`src/rtl/coherent_mem_arbiter.sv`:
```
// Snoopy bus controller: round-robin arbitration of writebacks, coherent reads and fetches onto one RAM port.
// One IDLE cycle between transactions; every beat stalls until ramstate reports ACCESS.
module coherent_mem_arbiter #(
  parameter int CPUS        = 2,
  parameter int BLOCK_WORDS = 2,
  parameter int WORD_W      = 32
) (
  input  logic                     clk_i,
  input  logic                     rst_ni,
  input  logic [CPUS-1:0]          iREN_i,
  input  logic [CPUS*WORD_W-1:0]   iaddr_i,
  output logic [CPUS-1:0]          iwait_o,
  output logic [CPUS*WORD_W-1:0]   iload_o,
  input  logic [CPUS-1:0]          dREN_i,
  input  logic [CPUS-1:0]          dWEN_i,
  input  logic [CPUS*WORD_W-1:0]   daddr_i,
  input  logic [CPUS*WORD_W-1:0]   dstore_i,
  output logic [CPUS-1:0]          dwait_o,
  output logic [CPUS*WORD_W-1:0]   dload_o,
  input  logic [CPUS-1:0]          cctrans_i,
  input  logic [CPUS-1:0]          ccwrite_i,
  output logic [CPUS-1:0]          ccwait_o,
  output logic [CPUS-1:0]          ccinv_o,
  output logic [CPUS*WORD_W-1:0]   ccsnoopaddr_o,
  input  logic [1:0]               ramstate_i,
  input  logic [WORD_W-1:0]        ramload_i,
  output logic                     ramREN_o,
  output logic                     ramWEN_o,
  output logic [WORD_W-1:0]        ramaddr_o,
  output logic [WORD_W-1:0]        ramstore_o
);
  localparam int IW = (CPUS > 1) ? $clog2(CPUS) : 1;
  localparam int CW = (BLOCK_WORDS > 1) ? $clog2(BLOCK_WORDS) : 1;
  localparam logic [1:0] RAM_ACCESS = 2'd2;

  typedef enum logic [2:0] {IDLE, WB, SNOOP, C2C, LOAD, IFETCH} state_e;

  state_e        state_q, state_d;
  logic [CW-1:0] cnt_q, cnt_d;
  logic [IW-1:0] req_q, req_d, sup_q, sup_d;
  logic [IW-1:0] rr_wb_q, rr_wb_d, rr_rd_q, rr_rd_d, rr_if_q, rr_if_d;

  logic            access, last_beat;
  logic [CPUS-1:0] rd_req, snoop_sup;
  logic [IW-1:0]   sup_pick;
  logic [WORD_W-1:0] req_daddr, req_dstore, req_iaddr, sup_daddr, sup_dstore;

  assign access     = (ramstate_i == RAM_ACCESS);
  assign last_beat  = (cnt_q == CW'(BLOCK_WORDS - 1));
  assign rd_req     = dREN_i & cctrans_i;
  assign req_daddr  = daddr_i[int'(req_q)*WORD_W +: WORD_W];
  assign req_dstore = dstore_i[int'(req_q)*WORD_W +: WORD_W];
  assign req_iaddr  = iaddr_i[int'(req_q)*WORD_W +: WORD_W];
  assign sup_daddr  = daddr_i[int'(sup_q)*WORD_W +: WORD_W];
  assign sup_dstore = dstore_i[int'(sup_q)*WORD_W +: WORD_W];

  function automatic logic [IW-1:0] rr_pick(input logic [CPUS-1:0] v, input logic [IW-1:0] ptr);
    logic [IW-1:0] pick;
    logic          found;
    pick  = ptr;
    found = 1'b0;
    for (int i = 0; i < CPUS; i++) begin
      int idx;
      idx = (int'(ptr) + i) % CPUS;
      if (!found && v[idx]) begin
        pick  = IW'(idx);
        found = 1'b1;
      end
    end
    return pick;
  endfunction

  function automatic logic [IW-1:0] rr_next(input logic [IW-1:0] g);
    return (int'(g) == CPUS - 1) ? '0 : g + 1'b1;
  endfunction

  // The requester's own cctrans is its request, not a supply answer.
  always_comb begin
    snoop_sup        = cctrans_i;
    snoop_sup[req_q] = 1'b0;
    sup_pick         = '0;
    for (int j = CPUS - 1; j >= 0; j--) begin
      if (snoop_sup[j]) sup_pick = IW'(j);
    end
  end

  always_ff @(posedge clk_i or negedge rst_ni) begin
    if (!rst_ni) begin
      state_q <= IDLE;
      cnt_q   <= '0;
      req_q   <= '0;
      sup_q   <= '0;
      rr_wb_q <= '0;
      rr_rd_q <= '0;
      rr_if_q <= '0;
    end else begin
      state_q <= state_d;
      cnt_q   <= cnt_d;
      req_q   <= req_d;
      sup_q   <= sup_d;
      rr_wb_q <= rr_wb_d;
      rr_rd_q <= rr_rd_d;
      rr_if_q <= rr_if_d;
    end
  end

  always_comb begin
    state_d = state_q;
    cnt_d   = cnt_q;
    req_d   = req_q;
    sup_d   = sup_q;
    rr_wb_d = rr_wb_q;
    rr_rd_d = rr_rd_q;
    rr_if_d = rr_if_q;
    case (state_q)
      IDLE: begin
        if (|dWEN_i) begin
          req_d   = rr_pick(dWEN_i, rr_wb_q);
          rr_wb_d = rr_next(req_d);
          state_d = WB;
        end else if (|rd_req) begin
          req_d   = rr_pick(rd_req, rr_rd_q);
          rr_rd_d = rr_next(req_d);
          state_d = SNOOP;
        end else if (|iREN_i) begin
          req_d   = rr_pick(iREN_i, rr_if_q);
          rr_if_d = rr_next(req_d);
          state_d = IFETCH;
        end
      end
      SNOOP: begin
        if (|snoop_sup) begin
          sup_d   = sup_pick;
          state_d = C2C;
        end else begin
          state_d = LOAD;
        end
      end
      WB, C2C, LOAD: begin
        if (access) begin
          if (last_beat) begin
            cnt_d   = '0;
            state_d = IDLE;
          end else begin
            cnt_d = cnt_q + 1'b1;
          end
        end
      end
      IFETCH: begin
        if (access) state_d = IDLE;
      end
      default: state_d = IDLE;
    endcase
  end

  always_comb begin
    iwait_o       = '1;
    dwait_o       = '1;
    iload_o       = '0;
    dload_o       = '0;
    ccwait_o      = '0;
    ccinv_o       = '0;
    ccsnoopaddr_o = '0;
    ramREN_o      = 1'b0;
    ramWEN_o      = 1'b0;
    ramaddr_o     = '0;
    ramstore_o    = '0;
    case (state_q)
      WB: begin
        ramWEN_o       = 1'b1;
        ramaddr_o      = req_daddr;
        ramstore_o     = req_dstore;
        dwait_o[req_q] = !access;
      end
      SNOOP, C2C, LOAD: begin
        for (int j = 0; j < CPUS; j++) begin
          if (j != int'(req_q)) begin
            ccwait_o[j] = 1'b1;
            ccinv_o[j]  = ccwrite_i[req_q];
            if (state_q != LOAD) ccsnoopaddr_o[j*WORD_W +: WORD_W] = req_daddr;
          end
        end
        if (state_q == C2C) begin
          ramWEN_o                              = 1'b1;
          ramaddr_o                             = sup_daddr;
          ramstore_o                            = sup_dstore;
          dload_o[int'(req_q)*WORD_W +: WORD_W] = sup_dstore;
          dwait_o[req_q]                        = !access;
          dwait_o[sup_q]                        = !access;
        end else if (state_q == LOAD) begin
          ramREN_o                              = 1'b1;
          ramaddr_o                             = req_daddr;
          dload_o[int'(req_q)*WORD_W +: WORD_W] = ramload_i;
          dwait_o[req_q]                        = !access;
        end
      end
      IFETCH: begin
        ramREN_o                              = 1'b1;
        ramaddr_o                             = req_iaddr;
        iload_o[int'(req_q)*WORD_W +: WORD_W] = ramload_i;
        iwait_o[req_q]                        = !access;
      end
      default: ;
    endcase
  end
endmodule

```
`config.mk`:
```
export PLATFORM = sky130hd
export DESIGN_NAME = coherent_mem_arbiter
export DESIGN_NICKNAME = d
export VERILOG_FILES = /design/src/rtl/coherent_mem_arbiter.sv
export SDC_FILE = /design/constraint.sdc
export NUM_CORES = 1
export LEC_CHECK = 0
export ABC_AREA = 1
export CORE_AREA = 10 10 189 191
export DETAILED_ROUTE_END_ITERATION = 16
export DIE_AREA = 0 0 199 201
export PLACE_DENSITY = 0.5
export SYNTH_ARGS = -nofsm -noshare
export SYNTH_HDL_FRONTEND = slang
export SYNTH_SLANG_ARGS = --single-unit
```
`constraint.sdc`:
```
create_clock -name clk_i -period 4.25 [get_ports clk_i]
set_input_delay 0.425 -clock clk_i [delete_from_list [all_inputs] [get_ports clk_i]]
set_output_delay 0.425 -clock clk_i [all_outputs]
set_load 0.03 [all_outputs]
```
==> metrics.txt <==
io pins 504; CP startpoint kind flip-flop; clock network power share 3.5%; area fraction of the dominant cell type after synthesis 33.36%; All-Layer GR Usage 18.18%; Die Wd 199 µm; Tmin final 3.416 ns; postcts setup bufs 0; worst vdd ir 0.2655 mV; clk sink count 9; area of the mapped netlist 0.005131 mm²; Leak 5.136 nW; fin. max-slew vios 0; worst hold path class flip-flop to flip-flop; Yosys reg bits 9; routed len/inst 19.31 µm; Die ar. 0.04000 mm²; final layout net count 1841; Rel. slew slack 45.19%; kind of critical path flip-flop to output port; root buffer cell clkbuf_16; syn_nets 1400; CTS tree yes; number of antenna violations at the first check in global routing 3; top-count cell post-synth nand2_1; vias post-DR 8817; routability congestion estimate from global placement 0.8728; ys async rst share 100.0%; hold_ws 0.4941 ns; initial core utilization 16.01%; Max-Cap Viols 0; number of routed nets with antenna violations 0; PortBufs 503; Initial DRT Pass Iterations 6; core box area 0.03204 mm²; Clock Skews 0.002349 ns; PD cells 471.6 mW/mm²; synth cell count leaders 456 x nand2_1, 170 x inv_1, 166 x nor2_1, 140 x o21ai_0, 45 x buf_2; number of global-route vias before repair 8767; RSZ-0062 raised after global routing no; largest net degree at the start of global routing 79; initial DRC count 465; vias per cell 4.380; post-synth top area cell nand2_1; Clock Path Buffers 2; worst slew pin tran 0.8213 ns; CTS Buf Count 3; register area 230.2 µm²; post-CTS sizing 0; Area contributors post-synth nand2_1 33%, o21ai_0 14%, inv_1 12%; largest fanout on the critical path 34; Routed WL 38.87 mm; Main synth FF type dfrtp_1; # setup viols final 0; Seq pwr share 4.2%; Synth Warn # 0; final hold viol count 0; fmax 292.7 MHz; Fillers 3640; first-pass GRT wire length 56.32 mm; CTS Hold Buffers Added 0; Psw 0.003096 W; Clk pin slew, worst setup/hold paths 0.04 ns; Distinct cells, synth 25; Multi-input gate area 0.003856 mm²; Critical Path RT 3.83 ns; die height 201 µm; Synth Instances 1162; Combinational Power Share 92.4%; Max H-tree Level 1; layout cells sized above 1 6.492%; Seq/Total Area, Yosys 4.389%; Layout area overhead 101.6%; row count 66; Pint 0.001784 W; detailed placer's ending HPWL 32.17 mm; DRC 0; Skew-Pair Late Insertion Delay 0.24 ns; grt total ovfl 0; Final period util 80.38%; endpoint class of the critical path output port; Worst EP arrival 2.99 ns; number of synthesized flops with an enable pin 0; Fin Setup TNS 0 ns; status completed; Synth Area per Inst 4.416 µm²; switching portion of total power 63.44%
[path summary, 6_finish.rpt]
kind,from,to,slack (ns),depth (start not counted)
worst max-delay path,state_q[2],dload_o[46],0.83,9
worst min-delay path,rr_wb_q,rr_wb_q,0.49,2
worst max register to register,state_q[0],state_q[1],1.93,9
worst min register to register,rr_wb_q,rr_wb_q,0.49,2
max in group asynchronous,rst_ni,sup_q,3.37,1
min in group asynchronous,rst_ni,rr_rd_q,0.52,1
[kinds of logic (layout without fill, tap and decap cells)]
family          after synthesis  count (layout)  share of synthesized area [%]
other cells                   0               3                              0
flops                         9               9                          4.389
compound gates              223             223                          23.53
simple gates                672             672                          51.35
buf+inv                     257             697                          20.56
xor+xnor                      1               1                         0.1707
[area by class of cell]
cell class                 count  area share (%)
multi-input combinational    896           37.27
tap                          408           4.934
timing repair buffer         515           48.25
antenna                        3         0.07256
sequential                     9           2.225
clock buffer                   4          0.7619
inverter                     178           6.482
[metrics by stage]
step	total power, W	setup slack [ns]	cells	utilization (%)	instance area (µm²)
2_1_floorplan	0.002865	2.040	1162	-	5131
3_3_place_gp	0.004761	1.052	2006	32.02	10260
3_5_place_dp	0.004764	1.017	2006	32.02	10260
4_1_cts	0.004959	0.7571	2010	32.27	10340
5_1_grt	0.005292	0.6393	2012	32.28	10340
6_report	0.004880	0.8341	2013	32.29	10350
[power groups by stage]
stage               Sequential (W)  Clock [W]  Combinational [W]
floorplan                 0.000147          0            0.00272
global placement          0.000209          0            0.00455
detailed placement        0.000212          0            0.00455
CTS                       0.000211   0.000173            0.00458
global route              0.000219   0.000179            0.00489
finish                    0.000204   0.000168            0.00451
[cells in the final DEF, fill, tap and decap left out, drive strengths merged]
| cell | netlist | routed |
|---|---|---|
| o2111ai | 17 | 17 |
| nand2 | 460 | 460 |
| clkinv | 1 | 1 |
| nand4 | 11 | 11 |
| buf | 54 | 80 |
| a22oi | 7 | 7 |
| clkdlybuf4s50 | 0 | 435 |
| nor3 | 9 | 9 |
| dfrtp | 9 | 9 |
| clkbuf | 25 | 4 |
| a21boi | 3 | 3 |
| a21oi | 13 | 13 |
| inv | 177 | 177 |
| nor2 | 171 | 171 |
| o21ai | 182 | 182 |
| o211ai | 1 | 1 |
| diode | 0 | 3 |
| xor2 | 1 | 1 |
| nand3 | 21 | 21 |
[state kept, by name, indices dropped and copies added, names as in the netlist]
| register | count |
|---|---|
| cnt_q | 1 |
| req_q | 1 |
| rr_if_q | 1 |
| rr_rd_q | 1 |
| rr_wb_q | 1 |
| state_q | 3 |
| sup_q | 1 |
[metal layers]
metal | wire, µm | vias up | track usage [%]
met4 | 1149 | 0 | 5.206
li1 | - | 4452 | -
met2 | 19530 | 371 | 33.72
met1 | 14580 | 3951 | 18.97
met5 | 0 | - | 0
met3 | 3618 | 43 | 5.767
[critical path, cell delays in order, from the launching register on]
cell,delay [ns]
dfrtp_1,0.41
inv_1,0.14
nand3_2,0.10
buf_4,0.35
nand3_2,0.17
nand2_2,0.58
inv_2,0.50
nand2_1,0.18
inv_1,0.06
buf_4,0.16
No activity file was read; power rests on OpenSTA's default activity.
